[src/rtl/aes_inv_cipher_ctrl.sv]
// Valid/ready sequencer in front of aes_inv_cipher_top: key load, block decrypt, watchdog, block counter.
// Optional CBC chaining (IV port + chain register) is built when AES_INV_CTRL_CBC_EN is defined.
module aes_inv_cipher_ctrl #(
    parameter int TMO_CYCLES = 1023,
    parameter int CNT_W      = 16
) (
    input  logic              clk,
    input  logic              rstn,
    input  logic              key_valid,
    output logic              key_ready,
    input  logic [127:0]      key_in,
    input  logic              din_valid,
    output logic              din_ready,
    input  logic [127:0]      din,
    output logic              dout_valid,
    input  logic              dout_ready,
    output logic [127:0]      dout,
    output logic              busy,
    output logic              key_loaded,
    output logic              err_tmo,
    input  logic              err_clr,
    output logic [CNT_W-1:0]  blk_cnt,
    output logic              core_kld,
    output logic              core_ld,
    output logic [127:0]      core_key,
    output logic [127:0]      core_text_in,
    input  logic              core_kdone,
    input  logic              core_done,
`ifdef AES_INV_CTRL_CBC_EN
    input  logic              iv_valid,
    output logic              iv_ready,
    input  logic [127:0]      iv,
    input  logic              cbc_en,
`endif
    input  logic [127:0]      core_text_out
);

    typedef enum logic [2:0] {IDLE, KEY_LD, KEY_WAIT, DEC_LD, DEC_WAIT} state_t;

    localparam int WD_W = $clog2(TMO_CYCLES) + 1;

    state_t            state_reg;
    logic [WD_W-1:0]   wdog_reg;
    logic [WD_W-1:0]   wdog_next;
    logic              wdog_hit;
    logic              iv_pending;
    logic [127:0]      plain_next;

    // wdog_reg counts completed wait cycles, so the hit fires on the TMO_CYCLES-th one
    assign wdog_next = wdog_reg + WD_W'(1);
    assign wdog_hit  = (wdog_next == WD_W'(TMO_CYCLES));

    assign busy      = (state_reg != IDLE);
    assign key_ready = (state_reg == IDLE);

`ifdef AES_INV_CTRL_CBC_EN
    logic [127:0] chain_reg;
    logic         cbc_blk_reg;

    assign iv_ready   = (state_reg == IDLE);
    assign iv_pending = iv_valid;
    assign plain_next = cbc_blk_reg ? (core_text_out ^ chain_reg) : core_text_out;

    // Mode is captured per block so a cbc_en change mid-decrypt cannot corrupt the chain
    always_ff @(posedge clk or negedge rstn) begin
        if (!rstn) begin
            chain_reg   <= '0;
            cbc_blk_reg <= 1'b0;
        end else begin
            if (din_valid && din_ready)
                cbc_blk_reg <= cbc_en;
            if (iv_valid && iv_ready)
                chain_reg <= iv;
            else if (state_reg == DEC_WAIT && core_done && cbc_blk_reg)
                chain_reg <= core_text_in;
        end
    end
`else
    assign iv_pending = 1'b0;
    assign plain_next = core_text_out;
`endif

    assign din_ready = (state_reg == IDLE) && key_loaded && !dout_valid &&
                       !key_valid && !err_tmo && !iv_pending;

    always_ff @(posedge clk or negedge rstn) begin
        if (!rstn) begin
            state_reg    <= IDLE;
            wdog_reg     <= '0;
            dout_valid   <= 1'b0;
            dout         <= '0;
            key_loaded   <= 1'b0;
            err_tmo      <= 1'b0;
            blk_cnt      <= '0;
            core_kld     <= 1'b0;
            core_ld      <= 1'b0;
            core_key     <= '0;
            core_text_in <= '0;
        end else begin
            core_kld <= 1'b0;
            core_ld  <= 1'b0;
            if (dout_valid && dout_ready)
                dout_valid <= 1'b0;
            // A timeout below overrides this clear when both land in the same cycle
            if (err_clr)
                err_tmo <= 1'b0;

            case (state_reg)
                IDLE: begin
                    if (key_valid) begin
                        core_key   <= key_in;
                        key_loaded <= 1'b0;
                        core_kld   <= 1'b1;
                        state_reg  <= KEY_LD;
                    end else if (din_valid && din_ready) begin
                        core_text_in <= din;
                        core_ld      <= 1'b1;
                        state_reg    <= DEC_LD;
                    end
                end
                KEY_LD: begin
                    wdog_reg  <= '0;
                    state_reg <= KEY_WAIT;
                end
                KEY_WAIT: begin
                    if (core_kdone) begin
                        key_loaded <= 1'b1;
                        state_reg  <= IDLE;
                    end else if (wdog_hit) begin
                        err_tmo    <= 1'b1;
                        key_loaded <= 1'b0;
                        state_reg  <= IDLE;
                    end else begin
                        wdog_reg <= wdog_next;
                    end
                end
                DEC_LD: begin
                    wdog_reg  <= '0;
                    state_reg <= DEC_WAIT;
                end
                DEC_WAIT: begin
                    if (core_done) begin
                        dout       <= plain_next;
                        dout_valid <= 1'b1;
                        blk_cnt    <= blk_cnt + CNT_W'(1);
                        state_reg  <= IDLE;
                    end else if (wdog_hit) begin
                        err_tmo    <= 1'b1;
                        key_loaded <= 1'b0;
                        state_reg  <= IDLE;
                    end else begin
                        wdog_reg <= wdog_next;
                    end
                end
                default: state_reg <= IDLE;
            endcase
        end
    end

endmodule

[config.mk]
export PLATFORM = sky130hd
export DESIGN_NAME = aes_inv_cipher_ctrl
export DESIGN_NICKNAME = d
export VERILOG_FILES = /design/src/rtl/aes_inv_cipher_ctrl.sv
export SDC_FILE = /design/constraint.sdc
export NUM_CORES = 1
export LEC_CHECK = 0
export BUFFER_PORTS_ARGS = -buffer_cell sky130_fd_sc_hd__buf_2
export CORE_AREA = 5 5 305 307
export DETAILED_ROUTE_END_ITERATION = 7
export DIE_AREA = 0 0 310 312
export PLACE_DENSITY_LB_ADDON = 0.2
export SLEW_MARGIN = 30
export SYNTH_ARGS = -nofsm -noshare
export SYNTH_HDL_FRONTEND = slang
export SYNTH_SLANG_ARGS = --single-unit
[constraint.sdc]
create_clock -name clk -period 6.1 [get_ports clk]
set_clock_uncertainty 0.15 [all_clocks]
set_input_delay 1.22 -clock clk [delete_from_list [all_inputs] [get_ports clk]]
set_output_delay 1.22 -clock clk [all_outputs]
set_load 0.02 [all_outputs]
* Word level (Yosys, flattened, before mapping)
Index checks and enable logic that the tools add are counted.
** Operators by class
- Reductions and logical operators :: 19
- Mux-type cells :: 28
- Eq/ne operators :: 9
- Add/subtract/negate cells :: 2
- Bitwise logic cells :: 1
** Operators by type and width (number)
- $mux W11 :: 3
- $pmux W11 S3 :: 1
- $add A16 B1 Y16 const B :: 1
- $mux W1 :: 16
- $mux W3 :: 5
- $pmux W3 S5 :: 1
- $add A11 B1 Y11 const B :: 1
- $eq A11 B10 Y1 const B :: 1
- $reduce_and A3 Y1 :: 3
- $reduce_bool A3 Y1 :: 3
- $eq A3 B2 Y1 const B :: 2
- $logic_and A1 B1 Y1 :: 6
- $ne A2 B2 Y1 const B :: 3
- $reduce_and A2 Y1 :: 2
- $eq A3 B1 Y1 const B :: 1
- $eq A3 B3 Y1 const B :: 1
- $logic_not A1 Y1 :: 3
- $logic_not A3 Y1 :: 1
- $ne A3 B2 Y1 const B :: 1
- $pmux W1 S3 :: 1
- $pmux W1 S2 :: 1
- $reduce_or A2 Y1 :: 1
- $not A1 Y1 :: 1
** Word-level totals
- Bits of input ports :: 392
- Word-level logic and storage cells :: 70
- Output and inout bits :: 408
- Register bits after elaboration :: 419

* Logic depth before layout (Yosys ltp)
Gate-level depths: netlist of run 1.
- Word-level depth :: 9
- Gate-level depth with buffers :: 9
- Gate-level depth less buffers :: 6

* Worst setup path before layout of run 1
No wires, ideal clock.
- Path type :: input port to output port
- From :: in key_valid
- To :: out din_ready
- Setup slack :: 3.160 ns
- Data required time :: 4.730 ns
- Stages :: 2
- Arrival time :: 1.570 ns
- Path buffers :: 0
- Path through :: inv_1 -> and4_1
** On the way
- Longest elaborated chain between the ends :: 3
** RTL lines
- from (decl) :: line 9 : input logic key_valid,
- $logic_not A1 Y1 :: line 84 : !key_valid && !err_tmo && !iv_pending;
- $logic_and A1 B1 Y1 :: line 83 : assign din_ready = (state_reg == IDLE) && key_loaded && !dout_valid &&
- $logic_and A1 B1 Y1 :: line 84
- to (decl) :: line 13 : output logic din_ready,
Every way passes these cells.

* Worst setup path in the final report of run 1
- From :: reg state_reg[0]
- To :: out din_ready
** On the way
- Longest elaborated chain between the ends :: 5
** RTL lines
- from (decl) :: line 42 : state_t state_reg;
- from (signal assigned) :: line 88 : state_reg <= IDLE;
- from (signal assigned) :: line 114 : state_reg <= KEY_LD;
- from (signal assigned) :: line 118 : state_reg <= DEC_LD;
- $logic_not A3 Y1 :: line 83
- $logic_and A1 B1 Y1 (3 in a row) :: line 83
- $logic_and A1 B1 Y1 :: line 84
Every way passes these cells.

==> results of run 1 <==
## worst max-delay path: stages (launching register included)
cell and delay (ns):
dfrtp_1 0.52, or3_1 0.53, inv_2 0.12, and4_1 0.22, buf_2 0.20
## through the flow
| stage | area [sq um] | setup WS [ns] | utilization, % | hold WS [ns] | cells |
|---|---|---|---|---|---|
| 6_report | 22990 | 2.551 | 25.62 | 0.3295 | 3016 |
| 5_1_grt | 22990 | 2.409 | 25.62 | 0.3509 | 3015 |
| 4_1_cts | 22960 | 2.479 | 25.58 | 0.3324 | 3008 |
| 3_5_place_dp | 21280 | 2.437 | 23.71 | 0.3229 | 2914 |
| 3_3_place_gp | 21280 | 2.513 | 23.71 | 0.3114 | 2914 |
| 2_1_floorplan | 15930 | 3.160 | - | 0.2894 | 980 |
## placed cells by master, fill, tap and decap left out, drive strengths merged, types with 5 or more instances in the layout
cell    count
o31ai       5
nand2      11
buf       808
dfrtp     419
mux2      385
xnor2      10
inv         9
nand3      12
nor2        8
o21ai      11
xor2        8
clkbuf     79
diode       7
clkinv     10
## logic make-up (layout without fill, tap and decap cells)
family / count (synthesis) / in the layout / share of synthesized area [%]
xor gates and xnor gates: 18 / 18 / 0.9894
buffers and inverters: 56 / 909 / 2.026
DFF: 419 / 419 / 65.80
adders and majority gates: 3 / 3 / 0.2356
and+or+nand+nor: 62 / 62 / 2.167
other: 0 / 7 / 0
muxes: 386 / 386 / 27.27
AOI/OAI and AO/OA: 36 / 36 / 1.508
## power by group through the flow
| stage | Clock, mW | Combinational [mW] | Sequential [mW] |
|---|---|---|---|
| 2_1_floorplan | 0 | 1.65 | 6.33 |
| 3_3_place_gp | 0 | 5.36 | 4.80 |
| 3_5_place_dp | 0 | 5.40 | 4.82 |
| 4_1_cts | 3.16 | 5.40 | 4.80 |
| 5_1_grt | 3.27 | 5.62 | 4.95 |
| 6_report | 3.02 | 5.27 | 4.77 |
## how the worst max path moves through the flow
| stage | from | endpoint | slack [ns] | cells past startpoint |
|---|---|---|---|---|
| floorplan | key_valid | din_ready | 3.16 | 2 |
| global placement | key_valid | core_text_in[31] | 2.51 | 6 |
| detailed placement | key_valid | core_text_in[59] | 2.44 | 6 |
| CTS | state_reg[0] | din_ready | 2.48 | 4 |
| global route | state_reg[0] | din_ready | 2.41 | 4 |
| finish | state_reg[0] | din_ready | 2.55 | 4 |
## metal layers
metal  track usage (%)  vias to the layer above  part of all wire (%)
li1                  -                     5136                     -
met1             11.17                     5602                    35
met2             19.49                      500                    53
met3             3.731                       92                   9.3
met4             3.807                        4                   3.1
met5                 0                        -                 0.062
## cells in the mapped netlist, drive strengths merged (4+ instances only)
library cell,instances
a21oi,4
o21ai,11
xor2,8
nand3,12
o31ai,5
xnor2,10
mux2,385
nor4,4
inv,7
buf,41
dfrtp,419
nand2,11
and2,4
nor2,8
clkbuf,8
## layout make-up
cell class	count	area, sq um	area share [%]
Timing Repair Buffer	808	4164	18.11
Clock buffer	79	1533	6.666
Antenna cell	7	17.52	0.07618
Inverter	7	26.28	0.1143
Tap cell	1176	1471	6.399
Sequential cell	419	10490	45.60
Clock inverter	15	146.4	0.6366
Multi-Input combinational cell	505	5151	22.40
==> impl_metrics.toml, run 1 <==
[global_routing]
track_usage_pct = 10.61
antenna_found_initial = 11
first_global_vias = 12420
grt_pass1_wl_microns = 79390
grt_overflow = 0
grt_max_degree = 128

[job]
drv_cap = 0

[pwr]
p_leak_nw = 11.19
clockPowerShare_pct = 23.1
netSwitchingPower_mw = 5.019
peakVddDrop_uv = 279.7
p_total_mw = 13.07
switching_share_pct = 38.41
seqPwrFrac_pct = 36.5
p_comb_share_pct = 40.4
power.density_nw_per_um2 = 568.3
p_int_mw = 8.049

[placement]
gp_congestion = 0.7595
io_buffers = 799
hpwl_microns = 41530

[timing]
finalSetupViolCount = 0
relSlewSlack_pct = 38.44
final_hold_viol_count = 0
finalCritPeriodShare_pct = 58.17
fin_tns_setup_ns = 0
grt_setup_unrepaired = "false"
max_freq_mhz = 281.8
tightest_slew_ns = 0.9234
drv_slew = 0
fin_crit_ns = 3.549

[worst_setup_path]
path_max_fanout = 12
cp-end-kind = "primary output"
rrSetupSlack_ns = 3.12
crit_arrival_ns = 2.18
required_ns = 4.73
start_kind = "flop"
reg2reg_to = "core_text_in[59]"
r2r_start = "state_reg[0]"
r2r_cells = 6
critical_path_class = "flop to primary output"

[cts]
cts_made_buffers = 51
cts-root-buf = "clkbuf_16"
holdBufCountCts = 0
clk_path_buf_depth = 3
cts.htree.levels = 2
clk-insertion-delay-late_ns = 0.59
clk_pin_slew_ns = 0.06
postCtsSetupBuffers = 0
ctsResizeCount = 0
cts_tree = "yes"
cts_num_sinks = 419

[die]
rows = 110
dieHeight_microns = 312
start_util_pct = 17.76
die_w_microns = 310
fp.coreArea_sq_um = 89740
die_area_sq_um = 96720
num_io_pins = 800

[drt]
first_iter_violations = 366
vias = 11330
wl_per_cell_microns = 18.06
vias_per_cell = 3.758
drc = 0
dr.pass1.iters = 4
detail-route-antenna-nets = 0
drt-total-wl_microns = 54480

[yosys]
netlist_area_sq_um = 15930
yosys_warnings = 0
ys_seq_elements = 419
syn_nets = 1375
ys_top_cells_by_area = "dfrtp_1 66%, mux2_2 27%, buf_2 0.85%"
synth_top_area_share_pct = 65.80
async_flop_share_pct = 100.0
synth_top_area_cell = "dfrtp_1"
synth_edf_count = 0
ys_types = 48
ys_seq_area_share_pct = 65.80
avgSynthCellArea_sq_um = 16.26
synthFlopType = "dfrtp_1"
syn_inst = 980

[worst_hold_path]
hp-class = "flop to flop"
whs_path_depth = 1
hp-start = "wdog_reg[10]"
min_to = "wdog_reg[10]"

[outcome]
outcome = "completed"

[layout]
reg.largest.list = "core_key x128, core_text_in x128, dout x128"
final_nets = 2187
area_delta_synth_final_pct = 44.31
layout-drive-gt1-share_pct = 69.23
nFillCells = 9493
No activity file was read; power rests on OpenSTA's default activity.
==> run 2, diff against run 1 <==
==> constraint.sdc (replaced) <==
create_clock -name clk -period 3.4 [get_ports clk]
set_clock_uncertainty 0.15 [all_clocks]
set_input_delay 0.68 -clock clk [delete_from_list [all_inputs] [get_ports clk]]
set_output_delay 0.68 -clock clk [all_outputs]
set_load 0.02 [all_outputs]
==> run 2 against run 1 <==
- clock power up 79%
- wire length up 2.0%
- critical path depth unchanged
- global-route usage up 0.30 points
- setup slack worse by 2.2 ns
- non-clock buffer count up 27
- total power up 81%
- core utilization up 0.33 points
- highest routed layer unchanged
==> impl_metrics.toml, run 2 (synthesized netlist as in run 1, its figures left out) <==
[outcome]
outcome = "completed"

[worst_setup_path]
rrSetupSlack_ns = 0.66
start_kind = "flop"
critical_path_class = "flop to primary output"
reg2reg_to = "core_key[10]"
r2r_start = "state_reg[0]"
r2r_cells = 4
cp-end-kind = "primary output"
required_ns = 2.57
path_max_fanout = 12
crit_arrival_ns = 2.17

[drt]
drt-total-wl_microns = 55570
routed.top_layer = "met5"
first_iter_violations = 415
dr.pass1.iters = 4
drc = 0
vias = 11420
detail-route-antenna-nets = 0
wl_met1_microns = 19460
wl_per_cell_microns = 18.29
vias_per_cell = 3.758
wl_met3_microns = 5220
wl_met2_microns = 29420

[placement]
io_buffers = 799
dpl_cell_area_sq_um = 21590
dp_cells = 2941
dp_slack_ns = 0.5497
gp_congestion = 0.7491
hpwl_microns = 43570

[global_routing]
first_global_vias = 12710
antenna_found_initial = 10
grt_pass1_wl_microns = 81460
grt_max_degree = 71
grt_overflow = 0
track_usage_pct = 10.91

[timing]
fin_hold_ws_ns = 0.1368
grt_setup_unrepaired = "false"
fin_tns_setup_ns = 0
drv_slew = 0
final_hold_viol_count = 0
max_freq_mhz = 333.1
tightest_slew_ns = 0.8385
finalCritPeriodShare_pct = 88.30
fin_crit_ns = 3.002
layout_setup_ws_ns = 0.3979
finalSetupViolCount = 0
relSlewSlack_pct = 43.96

[worst_hold_path]
min_to = "err_tmo"
hp-class = "input pin to flop"
hp-start = "err_clr"
whs_path_depth = 2

[layout]
reg.largest.list = "core_key x128, core_text_in x128, dout x128"
multi_input_area_sq_um = 5151
final_common_cell = "buf_2"
layout-drive-gt1-share_pct = 69.66
ff_latch_area_sq_um = 10490
instances_no_fill = 3039
finalInstanceArea_sq_um = 23290
nFillCells = 9448
final_nets = 2213
mostFrequentLayoutCells = "798 x buf_2, 419 x dfrtp_1, 376 x mux2_2, 50 x clkbuf_16, 20 x buf_4"
area_delta_synth_final_pct = 46.16

[die]
num_io_pins = 800
start_util_pct = 17.76
rows = 110
fp.coreArea_sq_um = 89740
die_w_microns = 310
die_area_sq_um = 96720
dieHeight_microns = 312

[cts]
cts-root-buf = "clkbuf_16"
cts.htree.levels = 2
clk_pin_slew_ns = 0.06
postCtsSetupBuffers = 0
cts_num_sinks = 419
clk-insertion-delay-late_ns = 0.59
clk_path_buf_depth = 3
cts_tree = "yes"
cts_made_buffers = 50

[job]
drv_cap = 0

[pwr]
p_comb_share_pct = 40.8
netSwitchingPower_mw = 9.057
clockPowerShare_pct = 23.0
p_leak_nw = 11.35
seqPwrFrac_pct = 36.3
peakVddDrop_uv = 515.8
switching_share_pct = 38.39
p_int_mw = 14.54
power.density_nw_per_um2 = 1013
[run 2: changes by cell type in the layout (fill, tap and decap cells not counted)]
cell / before / now
clkinv_2: 9 / 6
buf_12: 7 / 15
diode_2: 7 / 4
dlygate4sd3_1: 0 / 1
clkinv_4: 0 / 2
inv_8: 0 / 1
bufinv_16: 2 / 3
clkinvlp_4: 1 / 2
clkbuf_16: 52 / 50
buf_4: 2 / 20
clkbuf_1: 14 / 13
[run 2: critical path, cell delays in order, from the launching register on]
cell,delay [ns]
dfrtp_1,0.51
or3_1,0.54
inv_2,0.09
and4_1,0.21
buf_2,0.23
[run 2: how the worst max path moves through the flow]
stage	startpoint	to	slack, ns	cells after the start
floorplan	state_reg[1]	core_text_in[27]	0.74	9
global placement	state_reg[0]	core_key[105]	0.60	4
detailed placement	state_reg[0]	core_key[58]	0.55	4
CTS	state_reg[0]	din_ready	0.32	4
global route	state_reg[0]	din_ready	0.27	4
finish	state_reg[0]	din_ready	0.40	4
[run 2: cell type report]
| type | instances | share of cell area (%) |
|---|---|---|
| antenna | 4 | 0.04298 |
| clock buffer | 76 | 6.350 |
| clock inverter | 17 | 0.8488 |
| inverter | 7 | 0.1128 |
| multi-input combinational | 505 | 22.12 |
| sequential | 419 | 45.02 |
| tap | 1176 | 6.318 |
| timing repair buffer | 835 | 19.19 |
[run 2: through the flow]
step,power [mW],utilization [%]
after floorplan,14.32,-
after global placement,18.38,24.06
after detailed placement,18.50,24.06
after CTS,24.13,25.94
after global routing,25.01,25.95
final,23.59,25.95
[run 2: repair_timing]
action	in CTS	in global routing
endpoints found under the hold margin	50	0
hold buffers	1	0
resized for setup	0	0
[run 2: power groups by stage]
| stage | Combinational [mW] | Sequential, mW | Clock (mW) |
|---|---|---|---|
| CTS | 9.85 | 8.61 | 5.68 |
| global placement | 9.78 | 8.61 | 0 |
| detailed placement | 9.84 | 8.65 | 0 |
| floorplan | 2.97 | 11.4 | 0 |
| global route | 10.2 | 8.88 | 5.88 |
| finish | 9.62 | 8.55 | 5.42 |
[run 2: routing by layer]
layer | track usage (%) | up-vias
met2 | 20.57 | 464
met5 | 0 | -
li1 | - | 5198
met1 | 11.19 | 5665
met3 | 4.111 | 83
met4 | 3.094 | 12
==> run 3, diff against run 2 <==
--- a/config.mk
+++ b/config.mk
@@ -5,12 +5,12 @@
 export SDC_FILE = /design/constraint.sdc
 export NUM_CORES = 1
 export LEC_CHECK = 0
-export BUFFER_PORTS_ARGS = -buffer_cell sky130_fd_sc_hd__buf_2
 export CORE_AREA = 5 5 305 307
 export DETAILED_ROUTE_END_ITERATION = 7
 export DIE_AREA = 0 0 310 312
+export DONT_BUFFER_PORTS = 1
 export PLACE_DENSITY_LB_ADDON = 0.2
-export SLEW_MARGIN = 30
+export SLEW_MARGIN = 20
 export SYNTH_ARGS = -nofsm -noshare
 export SYNTH_HDL_FRONTEND = slang
 export SYNTH_SLANG_ARGS = --single-unit
==> run 3 against run 2 <==
- the flow now finishes with violations (negative hold slack)
- combinational power shrank 64%
- clock power shrank 2%
- critical path depth is the same
- fmax shrank 2.7%
- worst hold slack lost 0.48 ns
- die area is the same
- first-iteration DRC count grew 31%
- sequential cell count is the same
- global-route usage shrank 1.3 points
- total power shrank 11%
- setup slack lost 0.082 ns
- critical endpoint unchanged
- largest cell class unchanged
- highest routed layer unchanged
==> impl_metrics.toml, run 3 (synthesized netlist as in run 1, its figures left out) <==
[outcome]
outcome = "complete, but fails checks"
violations = "negative hold slack"

[worst_setup_path]
crit_chain = "or3_1 -> inv_2 -> and4_1 -> buf_4"
required_ns = 2.57
reg2reg_to = "core_key[119]"
start_kind = "flop"
worst_path_largest_cell_delay_ns = 0.53
critPathBufInv = 2
critical_path_class = "flop to primary output"
crit_path_start = "state_reg[0]"
slowest_stage = "or3_1"
r2r_cells = 4
cp-end-kind = "primary output"
cp_top_family = "simple AND/OR/NAND/NOR gates"
path_max_fanout = 12
rrSetupSlack_ns = 0.63
cp_num_cells = 4
crit_arrival_ns = 2.25
r2r_start = "state_reg[0]"

[cts]
cts_made_buffers = 49
clk_path_buf_depth = 3
clk-insertion-delay-late_ns = 0.59
postCtsSetupBuffers = 0
cts-root-buf = "clkbuf_16"
cts_tree = "yes"
holdBufCountCts = 1
cts_num_sinks = 419
cts.htree.levels = 2
clk_pin_slew_ns = 0.06
ctsResizeCount = 0

[die]
fp.coreArea_sq_um = 89740
die_area_sq_um = 96720
start_util_pct = 17.76
die_w_microns = 310
num_io_pins = 800
rows = 110
dieHeight_microns = 312

[timing]
relSlewSlack_pct = 38.19
fin_hold_ws_ns = -0.3441
final_hold_viol_count = 419
grt_setup_unrepaired = "false"
fin_tns_setup_ns = 0
finalSetupViolCount = 0
tightest_slew_ns = 0.9250
fin_crit_ns = 3.084
drv_slew = 0
finalCritPeriodShare_pct = 90.72
max_freq_mhz = 324.2

[global_routing]
antenna_found_initial = 14
track_usage_pct = 9.582
grt_pass1_wl_microns = 68920
grt_overflow = 0
first_global_vias = 9218
grt_max_degree = 420

[drt]
vias_per_cell = 3.725
first_iter_violations = 543
drc = 0
drt-total-wl_microns = 49430
dr.pass1.iters = 4
vias = 8295
wl_per_cell_microns = 22.20
detail-route-antenna-nets = 0

[placement]
io_buffers = 0
hpwl_microns = 37150
gp_congestion = 0.7458

[layout]
area_delta_synth_final_pct = 19.59
mostFrequentLayoutCells = "419 x dfrtp_1, 376 x mux2_2, 49 x clkbuf_16, 19 x buf_4, 12 x nand3_1"
final_common_cell = "dfrtp_1"
final_nets = 1404
reg.largest.list = "core_key x128, core_text_in x128, dout x128"
layout-drive-gt1-share_pct = 46.32

[pwr]
peakVddDrop_uv = 388.0
p_leak_nw = 7.936
power.density_nw_per_um2 = 1107

[worst_hold_path]
hp-class = "input pin to async pin"

[job]
drv_cap = 0
-- run 3: changes by cell type in the layout (fill, tap and decap cells not counted), sizes merged --
cell / change
clkinv: +3
bufinv: +1
clkbuf: -6
inv: -3
clkinvlp: -1
buf: -808
diode: +2
-- run 3: worst max-delay path by stage --
stage	to	slack (ns)
6_report	din_ready	0.32
2_1_floorplan	core_text_in[27]	0.74
4_1_cts	din_ready	0.22
3_3_place_gp	core_key[26]	0.59
3_5_place_dp	core_key[19]	0.53
5_1_grt	din_ready	0.19
-- run 3: area by class of cell --
cell class	instances	area [sq um]
diodes	6	15.01
clock buffers	70	1415
clock inverters	17	198.9
fillers	9532	70680
inverters	7	26.28
multi-input cells	505	5151
flip-flops and latches	419	10490
well taps	1176	1471
repair buffers	27	292.8
-- run 3: metal layers --
layer	global-route usage (%)	vias up	wire [microns]
met4	3.318	2	1407
li1	-	3539	-
met3	4.144	80	5227
met1	9.273	4198	15910
met2	18.03	476	26870
met5	0	-	20
-- run 3: where the power goes --
| group | switching [mW] | total, mW | internal, mW |
|---|---|---|---|
| logic | 1.23 | 3.48 | 2.26 |
| clock network | 2.11 | 5.30 | 3.19 |
| registers | 5.01 | 12.3 | 7.30 |
-- run 3: worst register-to-register path: cells and delay by family (launching register included) --
family	cells	cell delay [ns]
buf+inv	1	0.33
flops	1	0.51
mux	1	0.41
simple gates	2	1.26
-- run 3: through the flow --
stage	total power [mW]	cells	setup WS (ns)	cell area (sq um)	utilization [%]
2_1_floorplan	14.32	980	0.7383	15930	-
3_5_place_dp	16.06	2133	0.5308	17420	19.41
5_1_grt	22.16	2225	0.1902	19050	21.23
4_1_cts	21.53	2221	0.2205	19040	21.22
3_3_place_gp	15.99	2133	0.5865	17420	19.41
6_report	21.09	2227	0.3156	19060	21.24
